<file path="src/rtl/obi_slave_cut_pkg.sv">
// Shared OBI request/response types and the sizing helper for the
// registered slave-port isolation stage.
package obi_slave_cut_pkg;

    typedef struct packed {
        logic        req;
        logic        we;
        logic [3:0]  be;
        logic [31:0] addr;
        logic [31:0] wdata;
    } obi_req_t;

    typedef struct packed {
        logic        gnt;
        logic        rvalid;
        logic [31:0] rdata;
    } obi_resp_t;

    // Request payload as held in the request buffer (no handshake bit).
    typedef struct packed {
        logic        we;
        logic [3:0]  be;
        logic [31:0] addr;
        logic [31:0] wdata;
    } obi_payload_t;

    function automatic int unsigned idx_width(input int unsigned n);
        return (n > 1) ? $clog2(n) : 1;
    endfunction

endpackage

</file>
<file path="src/rtl/obi_slave_cut_fifo.sv">
// Non-fall-through FIFO: the head is visible on data_o while not empty,
// pushes become visible the cycle after they are written.
module obi_slave_cut_fifo
    import obi_slave_cut_pkg::*;
#(
    parameter int unsigned DEPTH = 2,
    parameter int unsigned WIDTH = 32
) (
    input  logic             clk_i,
    input  logic             rst_ni,
    input  logic             push_i,
    input  logic [WIDTH-1:0] data_i,
    input  logic             pop_i,
    output logic [WIDTH-1:0] data_o,
    output logic             empty_o,
    output logic             full_o
);
    localparam int unsigned PW = idx_width(DEPTH);
    localparam int unsigned CW = idx_width(DEPTH + 1);

    logic [WIDTH-1:0] mem_q [DEPTH];
    logic [PW-1:0]    wr_ptr_q, wr_ptr_d;
    logic [PW-1:0]    rd_ptr_q, rd_ptr_d;
    logic [CW-1:0]    cnt_q, cnt_d;
    logic             push_ok, pop_ok;

    assign empty_o = (cnt_q == '0);
    assign full_o  = (cnt_q == CW'(DEPTH));
    // A push into a full FIFO is dropped even if a pop frees a slot this cycle.
    assign push_ok = push_i && !full_o;
    assign pop_ok  = pop_i && !empty_o;
    assign data_o  = mem_q[rd_ptr_q];

    always_comb begin
        wr_ptr_d = wr_ptr_q;
        rd_ptr_d = rd_ptr_q;
        cnt_d    = cnt_q;
        if (push_ok) begin
            wr_ptr_d = (wr_ptr_q == PW'(DEPTH - 1)) ? '0 : wr_ptr_q + PW'(1);
        end
        if (pop_ok) begin
            rd_ptr_d = (rd_ptr_q == PW'(DEPTH - 1)) ? '0 : rd_ptr_q + PW'(1);
        end
        if (push_ok && !pop_ok) begin
            cnt_d = cnt_q + CW'(1);
        end else if (!push_ok && pop_ok) begin
            cnt_d = cnt_q - CW'(1);
        end
    end

    always_ff @(posedge clk_i or negedge rst_ni) begin
        if (!rst_ni) begin
            wr_ptr_q <= '0;
            rd_ptr_q <= '0;
            cnt_q    <= '0;
        end else begin
            wr_ptr_q <= wr_ptr_d;
            rd_ptr_q <= rd_ptr_d;
            cnt_q    <= cnt_d;
        end
    end

    always_ff @(posedge clk_i) begin
        if (push_ok) begin
            mem_q[wr_ptr_q] <= data_i;
        end
    end

endmodule

</file>
<file path="src/rtl/obi_slave_cut.sv">
// Registered OBI cut between crossbar and external slave: request buffer,
// response FIFO, and credit-based admission so rvalid always has space.
module obi_slave_cut
    import obi_slave_cut_pkg::*;
#(
    parameter int unsigned RSP_DEPTH = 4
) (
    input  logic      clk_i,
    input  logic      rst_ni,
    input  obi_req_t  slv_req_i,
    output obi_resp_t slv_resp_o,
    output obi_req_t  mst_req_o,
    input  obi_resp_t mst_resp_i
);
    localparam int unsigned REQ_DEPTH = 2;
    localparam int unsigned CNT_W     = idx_width(RSP_DEPTH + 1);

    obi_payload_t     req_in, req_head;
    logic             req_empty, req_full;
    logic [31:0]      rsp_head;
    logic             rsp_empty, rsp_full;
    logic             accept, deliver;
    logic [CNT_W-1:0] outstanding_q, outstanding_d;

    // Grant sees only upstream req and registered occupancy/credit.
    assign accept  = slv_req_i.req && !req_full && (outstanding_q < CNT_W'(RSP_DEPTH));
    assign deliver = !rsp_empty;

    assign req_in = '{we: slv_req_i.we, be: slv_req_i.be,
                      addr: slv_req_i.addr, wdata: slv_req_i.wdata};

    obi_slave_cut_fifo #(.DEPTH(REQ_DEPTH), .WIDTH($bits(obi_payload_t))) u_req_buf (
        .clk_i   (clk_i),
        .rst_ni  (rst_ni),
        .push_i  (accept),
        .data_i  (req_in),
        .pop_i   (mst_resp_i.gnt),
        .data_o  (req_head),
        .empty_o (req_empty),
        .full_o  (req_full)
    );

    obi_slave_cut_fifo #(.DEPTH(RSP_DEPTH), .WIDTH(32)) u_rsp_fifo (
        .clk_i   (clk_i),
        .rst_ni  (rst_ni),
        .push_i  (mst_resp_i.rvalid),
        .data_i  (mst_resp_i.rdata),
        .pop_i   (deliver),
        .data_o  (rsp_head),
        .empty_o (rsp_empty),
        .full_o  (rsp_full)
    );

    always_comb begin
        outstanding_d = outstanding_q;
        if (accept && !deliver) begin
            outstanding_d = outstanding_q + CNT_W'(1);
        end else if (!accept && deliver) begin
            outstanding_d = outstanding_q - CNT_W'(1);
        end
    end

    always_ff @(posedge clk_i or negedge rst_ni) begin
        if (!rst_ni) begin
            outstanding_q <= '0;
        end else begin
            outstanding_q <= outstanding_d;
        end
    end

    // Payload and rdata are forced to zero when their FIFO is empty.
    always_comb begin
        slv_resp_o        = '0;
        slv_resp_o.gnt    = accept;
        slv_resp_o.rvalid = deliver;
        slv_resp_o.rdata  = deliver ? rsp_head : '0;
        mst_req_o         = '0;
        if (!req_empty) begin
            mst_req_o.req   = 1'b1;
            mst_req_o.we    = req_head.we;
            mst_req_o.be    = req_head.be;
            mst_req_o.addr  = req_head.addr;
            mst_req_o.wdata = req_head.wdata;
        end
    end

    a_rvalid_has_credit: assert property (@(posedge clk_i) disable iff (!rst_ni)
        mst_resp_i.rvalid |-> (outstanding_q != '0));
    a_rvalid_has_space: assert property (@(posedge clk_i) disable iff (!rst_ni)
        mst_resp_i.rvalid |-> !rsp_full);
    a_credit_bound: assert property (@(posedge clk_i) disable iff (!rst_ni)
        outstanding_q <= CNT_W'(RSP_DEPTH));

endmodule

</file>
<file path="config.mk">
export PLATFORM = sky130hd
export DESIGN_NAME = obi_slave_cut
export DESIGN_NICKNAME = d
export VERILOG_FILES = /design/src/rtl/obi_slave_cut_pkg.sv /design/src/rtl/obi_slave_cut_fifo.sv /design/src/rtl/obi_slave_cut.sv
export SDC_FILE = /design/constraint.sdc
export NUM_CORES = 1
export LEC_CHECK = 0
export ABC_AREA = 1
export CORE_MARGIN = 2
export CORE_UTILIZATION = 45
export DETAILED_ROUTE_END_ITERATION = 8
export PLACE_DENSITY = 0.7
export SLEW_MARGIN = 10
export SYNTH_ARGS = -nofsm -noshare
export SYNTH_HDL_FRONTEND = slang
export SYNTH_SLANG_ARGS = --single-unit
</file>
<file path="constraint.sdc">
create_clock -name clk_i -period 6.2 [get_ports clk_i]
set_clock_uncertainty 0.15 [all_clocks]
set_input_delay 1.24 -clock clk_i [delete_from_list [all_inputs] [get_ports clk_i]]
set_output_delay 1.24 -clock clk_i [all_outputs]
set_load 0.005 [all_outputs]
</file>
==> flow_summary.toml <==
[clocking]
clock_path_buffers = 3
clock_insertion_delay_worst_skew_ns = 0.54
postCtsSetupBuffers = 0
hold_buffer_count_at_cts = 0
tritoncts_clock_tree = "done"
clock_tree.htree_level_count = 1
cts-resized-gates = 0
clk_transition_reported_paths_ns = 0.06
ctsRootBufferMaster = "sky130_fd_sc_hd__clkbuf_16"
tritoncts_num_sinks = 280
cts-buffers-inserted = 30

[die]
io_pins = 210
horizontal_extent_of_the_die_um = 163.3
chipHeight_um = 163.3
rows = 58
core_region_area_um2 = 25040
fp.dieArea_um2 = 26670
initial_utilization_pct = 45.61

[critical_path]
timing.critical_path.from_type = "flop"
timing.critical_path.arrival_ns = 2.84
crit_path_max_incr_delay_ns = 0.71
timing.critical_path.buf_inv = 3
worst_setup_path_end_kind = "primary output"
critical-path-top-delay-family = "buffers and inverters"
setup.worst_path.class = "reg -> out"
critPathSlowestCell = "sky130_fd_sc_hd__inv_2"
worstPathMaxFanout = 55
required_ns = 4.81
ordered_list_of_cells_on_the_worst_path = "inv_2 > buf_4 > nand2_1 > a21oi_1 > clkdlybuf4s50_1"

[layout]
final_nets = 1299
fillers = 1966
area.sequential_um2 = 8341
proportion_of_layout_cells_with_a_drive_suffix_above_1_pct = 5.141
fin_area_um2 = 14710
multiInputGateArea_um2 = 2261
fraction_of_the_core_area_covered_by_cells_at_the_end_of_the_flow_pct = 58.74
synthToLayoutAreaGrowth_pct = 28.80
diodes = 0

[drt]
initialDrtViolationCount = 420
routed_antenna_nets = 0
totalWireLength_um = 24650
vias = 7466
post-route-drc-count = 0
detail_route.vias_per_cell = 4.861
drt_pass1_iterations = 5
avgRoutedWirePerCell_um = 16.05

[timing]
layout_worst_path_cycle_share_pct = 68.25
finalSetupTns_ns = 0
final_report_setup_violation_count = 0
rsz0062_at_grt = "no"
hold-worst-slack_ns = 0.3335
timing.max_slew.rel_slack_pct = 23.75
tightest_slew_ns = 1.142
final-max-slew-violation-count = 0
hold_viol_final = 0
min_tclk_post_route_ns = 4.232
fmax_achieved_ghz = 0.2363

[logic_synthesis]
yosys_register_bits = 280
synth_area_um2 = 11420
syn_nets = 1096
synth_cells = 980
yosysUniqueCellTypes = 21
post_synthesis_area_per_instance_um2 = 11.65
synth-warning-count = 0
synth_seq_area_share_pct = 73.02

[global_routing]
grt_start_max_net_pins = 71
overflow_left_after_global_routing = 0
number_of_global_route_vias_before_repair = 7454
grt_use_total_pct = 18.32
grt_pass1_wl_um = 38170
grt_antenna_before_repair = 1

[place]
sum_of_net_half_perimeters_after_detailed_placement_um = 14870
place_congestion = 0.7603
buffer_ports.inserted = 209
postPlaceCellArea_um2 = 13770

[pwr]
power.ir.vdd_worst_v = 0.0003142
power_density_nw_per_um2 = 484.9
leakage_nw = 5.803

[run]
timing.max_cap.violations = 0

[hold_path]
hold_path_class = "reg -> reg"

[run_status]
status = "finished clean"
[sequential cells by signal, summed over array words and instances (netlist names)]
name / flops
u_rsp_fifo.rd_ptr_q: 2
u_req_buf.mem_q: 138
outstanding_q: 3
u_rsp_fifo.wr_ptr_q: 2
u_req_buf.cnt_q: 2
u_rsp_fifo.mem_q: 128
u_rsp_fifo.cnt_q: 3
u_req_buf.wr_ptr_q: 1
u_req_buf.rd_ptr_q: 1
[kinds of logic after synthesis]
logic type	synth area share [%]
flops	73.02
simple gates	13.23
compound gates	4.602
buf+inv	7.616
fa+ha+maj	1.227
xor+xnor	0.3069
[synthesized netlist by cell type]
cell type	number	area, µm²
sky130_fd_sc_hd__nand3_1	69	345.3
sky130_fd_sc_hd__buf_4	4	30.03
sky130_fd_sc_hd__buf_1	1	3.750
sky130_fd_sc_hd__nand4_1	3	18.77
sky130_fd_sc_hd__dfrtp_1	14	350.3
sky130_fd_sc_hd__xnor2_1	3	26.28
sky130_fd_sc_hd__ha_1	8	100.1
sky130_fd_sc_hd__o21ai_0	4	20.02
sky130_fd_sc_hd__inv_2	3	11.26
sky130_fd_sc_hd__clkbuf_1	3	11.26
sky130_fd_sc_hd__xor2_1	1	8.760
sky130_fd_sc_hd__a21oi_1	101	505.5
sky130_fd_sc_hd__inv_1	155	581.8
sky130_fd_sc_hd__nand2_1	294	1104
sky130_fd_sc_hd__buf_6	5	56.30
sky130_fd_sc_hd__buf_2	35	175.2
sky130_fd_sc_hd__edfxtp_1	266	7988
sky130_fd_sc_hd__nor2_2	1	6.260
sky130_fd_sc_hd__fa_1	2	40.04
sky130_fd_sc_hd__nand3_2	1	10.01
sky130_fd_sc_hd__nor2_1	7	26.28
[per-layer routing]
metal | wire length, µm | up-vias | global-route usage (%)
li1 | - | 3632 | -
met1 | 10030 | 3562 | 22.35
met2 | 11940 | 231 | 31.28
met3 | 2124 | 41 | 5.815
met4 | 555 | 0 | 5.310
met5 | 0 | - | 0
[metrics by stage]
step / setup WS [ns] / instances / power, mW
after floorplan: 1.237 / 980 / 4.107
after global placement: 2.130 / 1481 / 5.477
after detailed placement: 2.129 / 1481 / 5.525
after CTS: 1.908 / 1536 / 7.217
after global routing: 1.799 / 1536 / 7.575
final: 1.968 / 1536 / 7.132
[cell type report]
class	instances	area share (%)
flip-flops and latches	280	56.71
clock buffers	37	5.428
inverters	158	4.033
multi-input cells	494	15.37
clock inverters	18	0.9103
well taps	330	2.808
repair buffers	219	14.74
[cells in the final DEF, fill, tap and decap left out, drive strengths merged, types with 10 or more instances in the layout]
master	synthesis	layout
a21oi	101	101
buf	45	10
clkbuf	3	37
clkdlybuf4s50	0	209
clkinv	0	15
dfrtp	14	14
edfxtp	266	266
inv	158	158
nand2	294	294
nand3	70	70
[power by group]
| group | leakage (nW) | internal [mW] | switching (mW) | total [mW] |
|---|---|---|---|---|
| Sequential | 2.61 | 2.52 | 0.111 | 2.64 |
| Clock | 0.453 | 0.988 | 0.685 | 1.67 |
| Combinational | 2.74 | 1.28 | 1.55 | 2.82 |
[path summary, 6_finish.rpt]
check	from	to	slack, ns	cells after the start
setup / recovery	u_req_buf.rd_ptr_q$_DFFE_PN0P_	mst_req_o[26]	1.97	5
hold / removal	outstanding_q[2]$_DFFE_PN0P_	outstanding_q[2]$_DFFE_PN0P_	0.33	2
setup reg to reg	u_rsp_fifo.cnt_q[0]$_DFFE_PN0P_	u_rsp_fifo.cnt_q[2]$_DFFE_PN0P_	3.53	11
hold reg to reg	outstanding_q[2]$_DFFE_PN0P_	outstanding_q[2]$_DFFE_PN0P_	0.33	2
max in group asynchronous	rst_ni	u_rsp_fifo.rd_ptr_q[0]$_DFFE_PN0N_	4.43	1
min in group asynchronous	rst_ni	u_req_buf.cnt_q[1]$_DFFE_PN0P_	0.98	1
[worst register-to-register path: stages, from the launching register on]
cell and delay [ns]:
sky130_fd_sc_hd__dfrtp_1 0.43, sky130_fd_sc_hd__inv_1 0.11, sky130_fd_sc_hd__nand3_2 0.13, sky130_fd_sc_hd__inv_1 0.43
sky130_fd_sc_hd__buf_4 0.40, sky130_fd_sc_hd__ha_1 0.23, sky130_fd_sc_hd__inv_1 0.06, sky130_fd_sc_hd__fa_1 0.37
sky130_fd_sc_hd__nand2_1 0.09, sky130_fd_sc_hd__nand3_1 0.07, sky130_fd_sc_hd__nand2_1 0.06, sky130_fd_sc_hd__nand2_1 0.04
Note: power is estimated with default switching activity, not from simulation.
